### src/rtl/sum_accumulator.sv
// rtl/sum_accumulator.sv - accumulates COUNT adder sums per frame onto a 1-deep valid/ready output
// Optional SUM_ACCUM_FRAME_ID_EN adds a 4-bit wrapping frame id output (out_id).
module sum_accumulator #(
  parameter int IN_W  = 9,
  parameter int COUNT = 4,
  parameter int CNT_W = 3,
  parameter int ACC_W = 11
) (
  input  logic             clk,
  input  logic             reset,
  input  logic [IN_W-1:0]  in_data,
  input  logic             in_valid,
  output logic             in_ready,
  input  logic             flush,
  output logic [ACC_W-1:0] out_data,
  output logic [CNT_W-1:0] out_cnt,
  output logic             out_valid,
  input  logic             out_ready
`ifdef SUM_ACCUM_FRAME_ID_EN
  ,
  output logic [3:0]       out_id
`endif
);

  localparam logic [CNT_W-1:0] LAST = CNT_W'(COUNT - 1);

  logic [ACC_W-1:0] acc_q, acc_d;
  logic [CNT_W-1:0] cnt_q, cnt_d;
  logic             flush_pend_q, flush_pend_d;
  logic [ACC_W-1:0] out_data_q, out_data_d;
  logic [CNT_W-1:0] out_cnt_q, out_cnt_d;
  logic             out_valid_q, out_valid_d;

  logic             accept;
  logic             out_free;
  logic             close;
  logic             emit;
  logic [ACC_W-1:0] acc_sum;
  logic [CNT_W-1:0] cnt_inc;

  // Only the sample that would complete a frame is stalled; earlier samples keep accumulating.
  assign in_ready = ~(out_valid_q & ~out_ready & (cnt_q == LAST));
  assign accept   = in_valid & in_ready;
  assign out_free = ~out_valid_q | out_ready;
  assign close    = (accept & (cnt_q == LAST)) |
                    ((flush | flush_pend_q) & ((cnt_q != '0) | accept));
  assign emit     = close & out_free;
  assign acc_sum  = acc_q + (accept ? {{(ACC_W-IN_W){1'b0}}, in_data} : '0);
  assign cnt_inc  = cnt_q + {{(CNT_W-1){1'b0}}, accept};

  always_comb begin
    acc_d        = acc_sum;
    cnt_d        = cnt_inc;
    flush_pend_d = flush_pend_q;
    out_data_d   = out_data_q;
    out_cnt_d    = out_cnt_q;
    out_valid_d  = out_valid_q;
    if (emit) begin
      out_data_d   = acc_sum;
      out_cnt_d    = cnt_inc;
      out_valid_d  = 1'b1;
      acc_d        = '0;
      cnt_d        = '0;
      flush_pend_d = 1'b0;
    end else begin
      if (out_valid_q && out_ready) out_valid_d = 1'b0;
      // A flush that cannot be stored yet is remembered; later samples still join the frame.
      if (close) flush_pend_d = 1'b1;
    end
  end

  always_ff @(posedge clk or negedge reset) begin
    if (!reset) begin
      acc_q        <= '0;
      cnt_q        <= '0;
      flush_pend_q <= 1'b0;
      out_data_q   <= '0;
      out_cnt_q    <= '0;
      out_valid_q  <= 1'b0;
    end else begin
      acc_q        <= acc_d;
      cnt_q        <= cnt_d;
      flush_pend_q <= flush_pend_d;
      out_data_q   <= out_data_d;
      out_cnt_q    <= out_cnt_d;
      out_valid_q  <= out_valid_d;
    end
  end

  assign out_data  = out_data_q;
  assign out_cnt   = out_cnt_q;
  assign out_valid = out_valid_q;

`ifdef SUM_ACCUM_FRAME_ID_EN
  logic [3:0] frame_seq_q;
  logic [3:0] out_id_q;

  always_ff @(posedge clk or negedge reset) begin
    if (!reset) begin
      frame_seq_q <= '0;
      out_id_q    <= '0;
    end else if (emit) begin
      out_id_q    <= frame_seq_q;
      frame_seq_q <= frame_seq_q + 4'd1;
    end
  end

  assign out_id = out_id_q;
`endif

endmodule

### config.mk
export PLATFORM = sky130hd
export DESIGN_NAME = sum_accumulator
export DESIGN_NICKNAME = d
export VERILOG_FILES = /design/src/rtl/sum_accumulator.sv
export SDC_FILE = /design/constraint.sdc
export NUM_CORES = 1
export LEC_CHECK = 0
export CAP_MARGIN = 20
export CORE_MARGIN = 4
export CORE_UTILIZATION = 50
export CTS_CLUSTER_SIZE = 24
export DETAILED_ROUTE_END_ITERATION = 12
export GPL_TIMING_DRIVEN = 0
export PLACE_DENSITY = 0.88
export SLEW_MARGIN = 10
export SYNTH_ARGS = -nofsm -noshare
export SYNTH_HDL_FRONTEND = slang
export SYNTH_SLANG_ARGS = --single-unit
### constraint.sdc
create_clock -name clk -period 7.4 [get_ports clk]
set_input_delay 1.48 -clock clk [delete_from_list [all_inputs] [get_ports clk]]
set_output_delay 1.48 -clock clk [all_outputs]
set_load 0.01 [all_outputs]
==> results summary <==
The flow ran to the end, and the final reports show no timing, DRC or antenna violations. Setup repair after global routing left no endpoint under its margin. The number of clock buffers inserted by TritonCTS is 5. The data arrival time of the worst path came out at 3.26 ns.

The count of non-filler cells in the finished layout came out at 242. The total overflow reported by the global router is 0. The reg-to-reg startpoint is out_valid. The highest cell delay on the worst timing path came out at ~0.53 ns.

The relative area change from synthesis to final layout is 25.7%. After clock tree synthesis, the repair step resized 0 gates. The capture point of the worst reg-to-reg path is out_data[8]. The number of sinks on the clock net came out at 30.

Summed over all failing endpoints, the final setup total negative slack is 0 ns. At the end of routability-driven placement, the weighted congestion stood at 0.824. The iteration count of the initial detailed-routing pass is 4.

The worst reg-to-reg path cell count is 12. Among the stages of the critical path, the cell type that occurs most often is sky130_fd_sc_hd__clkdlybuf4s50_1. The post-CTS setup buffer count came out at 0. The cell count after placement came out at 234. The floorplan die area is 0.00424 mm^2. The register bit total from synthesis is 30. The achievable clock frequency came out at 0.211 GHz. After the last flow step, the layout net total stands at between 200 and 250. The TritonCTS clock tree is done.

The number of buffer and inverter stages on the critical path came out at 3. The largest net degree at the start of global routing came out at 31. The worst hold path terminates at out_data[2]. The path class of the tightest hold or removal check is flop to flop. The share of final-layout standard cells stronger than drive strength 1 came out at 9.09%. The fraction of the cycle the final worst path needs is 64.0%. The share of synthesized area in the top cell type comes to 46.1%. The data required time at the worst endpoint is approximately 5.9 ns. The nature of the critical path startpoint is an input port. The number of global-route vias before repair came to 1371.

The total via count in the routed design is 1331. The worst-path maximum fanout came out at 10. The number of remaining DRC errors is 0. The sequential share of the synthesized area is between 40% and 50%. The detailed placement HPWL is around 2500 um.

Among all stages on the critical path, the largest delay is contributed by sky130_fd_sc_hd__clkdlybuf4s50_1. The number of port buffers is 29. The type of element capturing the critical path is a primary output. The count of nets left with antenna violations once routing finished came out at 0. For this design the static power due to leakage is 0.983 nW. The CTS root buffer is sky130_fd_sc_hd__clkbuf_4. The hold violation total from the final report came to 0. Wires add up to 3450 um. In this run the core area contains 20 standard-cell rows. Leaving out fill and tap cells, the most frequent cell in the layout is sky130_fd_sc_hd__dfrtp_1. Max-cap violations in this run came to 0. The signal on the critical path passes through clkdlybuf4s50_1 > nand2b_1 > or3_1 > clkbuf_1 > clkdlybuf4s50_1. At the pin with the least slew margin, the transition time is 0.650 ns. Yosys printed 0 warnings. On the critical path the largest part of the delay comes from buffers and inverters.

The cts-stage hold buffer count came out at 0. The post-synthesis cell type count came out at 34. The worst hold path begins at out_data[2]. The clock tree synthesis step divided the H-tree into 2 levels. The worst reg-to-reg setup slack came out at 4.31 ns. The number of antenna violations at the first check in global routing came out at 0. For this configuration, the core starts out at a cell density of a little over half.

After detailed routing, the average wire length per cell comes to 14.2 um. The count of boundary I/O pins came out at 30. The critical path in this run is classified as input port to primary output. Yosys attributes the largest share of cell area to sky130_fd_sc_hd__dfrtp_1, sky130_fd_sc_hd__ha_1, sky130_fd_sc_hd__nand2_1.

The largest area contributor in the synthesized netlist is sky130_fd_sc_hd__dfrtp_1. The worst hold path cell count came out at 2. The summed instance area of the synthesized netlist is 0.00163 mm^2. Leaving out fill and tap cells, the most frequent cells in the layout are sky130_fd_sc_hd__dfrtp_1, sky130_fd_sc_hd__clkdlybuf4s50_1, sky130_fd_sc_hd__nand2_1, sky130_fd_sc_hd__nor2_1, sky130_fd_sc_hd__ha_1. The floorplan die height is approximately 65 um. The placeable core region came out at 0.00308 mm^2. The number of instances in the synthesized netlist came out at 161. On the final layout, the worst clock skew is 0.00676 ns. The count of final max-slew check failures came to 0. The final number of setup-violating endpoints came out at 0. The clock period minus final worst setup slack came out at 4.74 ns. IR analysis of the VDD net gives a maximum drop of 0.000257 V. The clock input transition at the sequential cells of the worst setup and hold paths came out at 0.09 ns. The worst max-slew margin expressed relative to the limit is 56.6%. The global-route wire length before repair is between 5000 and 6000 um. Clock latency on the worst-skew pair, taken at its later pin, is 0.33 ns. The global router's overall resource usage is 18.5%. After detailed routing, the number of vias per cell comes to about 5.5.

The die extent in x is 65.1 um. The synthesized area per cell is 10.1 um^2. For this design the ratio of total power to cell area is roughly 390 mW/mm^2. The number of nets handed over by synthesis was ~190. The longest clock path from root to sink contains 2 buffers. In this run, the number of DRC markers left after iteration 0 of detailed routing was 83. The number of antenna repair diodes came out at 0.
==> per-stage QoR <==
step / instance area [um^2] / hold slack [ns] / worst slack [ns] / util, % / power, W
finish: 2050 / 0.482 / 2.66 / 66.5 / 0.000802
CTS: 2050 / 0.488 / 2.66 / 66.5 / 0.000808
global route: 2050 / 0.525 / 2.55 / 66.5 / 0.000863
detailed placement: 1970 / 0.467 / 2.66 / 64.0 / 0.000683
global placement: 1970 / 0.458 / 2.67 / 64.1 / 0.000664
floorplan: 1630 / 0.500 / 3.61 / - / 0.000536
==> synth_stat cells <==
cell	instances
sky130_fd_sc_hd__nor2_1	12
sky130_fd_sc_hd__o21ai_0	6
sky130_fd_sc_hd__a21boi_0	1
sky130_fd_sc_hd__nand3_1	1
sky130_fd_sc_hd__a21oi_2	1
sky130_fd_sc_hd__nand2_1	24
sky130_fd_sc_hd__buf_6	1
sky130_fd_sc_hd__xor2_1	4
sky130_fd_sc_hd__and3_1	10
sky130_fd_sc_hd__nor2b_1	1
sky130_fd_sc_hd__and2_1	4
sky130_fd_sc_hd__clkbuf_1	2
sky130_fd_sc_hd__o2111ai_4	1
sky130_fd_sc_hd__xnor2_1	2
sky130_fd_sc_hd__nor3b_1	1
sky130_fd_sc_hd__o2111a_4	1
sky130_fd_sc_hd__ha_1	11
sky130_fd_sc_hd__inv_1	3
sky130_fd_sc_hd__o211ai_1	4
sky130_fd_sc_hd__or4_4	1
sky130_fd_sc_hd__fa_1	1
sky130_fd_sc_hd__o21ai_2	1
sky130_fd_sc_hd__o21a_1	2
sky130_fd_sc_hd__a21oi_1	10
sky130_fd_sc_hd__buf_8	2
sky130_fd_sc_hd__or2_2	1
sky130_fd_sc_hd__o31ai_1	3
sky130_fd_sc_hd__dfrtp_1	30
sky130_fd_sc_hd__a31oi_1	1
sky130_fd_sc_hd__or3_1	2
sky130_fd_sc_hd__nand2b_1	4
sky130_fd_sc_hd__nand4b_1	1
sky130_fd_sc_hd__a21o_1	7
sky130_fd_sc_hd__nor3_1	5
==> worst reg2reg max path, cell delays in order, from the launching register on <==
cell                       delay, ns
sky130_fd_sc_hd__dfrtp_1        0.39
sky130_fd_sc_hd__nand2b_1       0.20
sky130_fd_sc_hd__or3_1          0.17
sky130_fd_sc_hd__clkbuf_1       0.32
sky130_fd_sc_hd__and3_1         0.21
sky130_fd_sc_hd__ha_1           0.17
sky130_fd_sc_hd__inv_1          0.06
sky130_fd_sc_hd__fa_1           0.39
sky130_fd_sc_hd__nand2b_1       0.19
sky130_fd_sc_hd__a21oi_1        0.24
sky130_fd_sc_hd__o211ai_1       0.16
sky130_fd_sc_hd__a21boi_0       0.32
sky130_fd_sc_hd__o31ai_1        0.14
==> layer usage <==
| layer | GRT usage, % | share of wire [%] | up-vias | routed length, um |
|---|---|---|---|---|
| met5 | 0 | 0 | - | 0 |
| met4 | 9.59 | 1.8 | 0 | 63 |
| met3 | 4.68 | 4.6 | 8 | 159 |
| met2 | 32.6 | 49 | 33 | 1680 |
| met1 | 20.4 | 45 | 650 | 1540 |
| li1 | - | - | 640 | - |
==> where the power goes <==
group / leakage, nW / switching [W] / internal (W) / total (W)
clock: 0.0446 / 0.0000563 / 0.0000648 / 0.000121
sequential: 0.380 / 0.0000403 / 0.000239 / 0.000279
combinational: 0.558 / 0.000206 / 0.000195 / 0.000401
total: 0.983 / 0.000303 / 0.000499 / 0.000802
==> cell type report <==
cell class                      count  area, um^2
Clock buffer                        8        78.8
Multi-Input combinational cell    123         818
Timing Repair Buffer               29         285
Inverter                            3        11.3
Tap cell                           44        55.1
Buffer                              5        48.8
Fill cell                         255        1030
Sequential cell                    30         751
==> logic make-up after synthesis <==
family / count (synthesis) / share of synthesized area (%)
and+or+nand+nor: 67 / 20.3
AOI/OAI and AO/OA: 38 / 17.1
DFF: 30 / 46.1
adders and majority gates: 12 / 9.68
buffers and inverters: 8 / 3.69
xor gates and xnor gates: 6 / 3.23
==> sequential cells by signal, summed over array words and instances (netlist names) <==
name	cells
flush_pend_q	1
out_cnt	3
acc_q	11
out_valid	1
cnt_q	3
out_data	11
==> worst max path at each step <==
stage | from | endpoint | slack (ns) | cells past startpoint
2_1_floorplan | out_ready | out_data[9] | 3.61 | 10
3_3_place_gp | out_ready | in_ready | 2.67 | 5
6_report | out_ready | in_ready | 2.66 | 5
3_5_place_dp | out_ready | in_ready | 2.66 | 5
5_1_grt | out_ready | in_ready | 2.55 | 5
4_1_cts | out_ready | in_ready | 2.66 | 5
No activity file was read; power rests on OpenSTA's default activity.
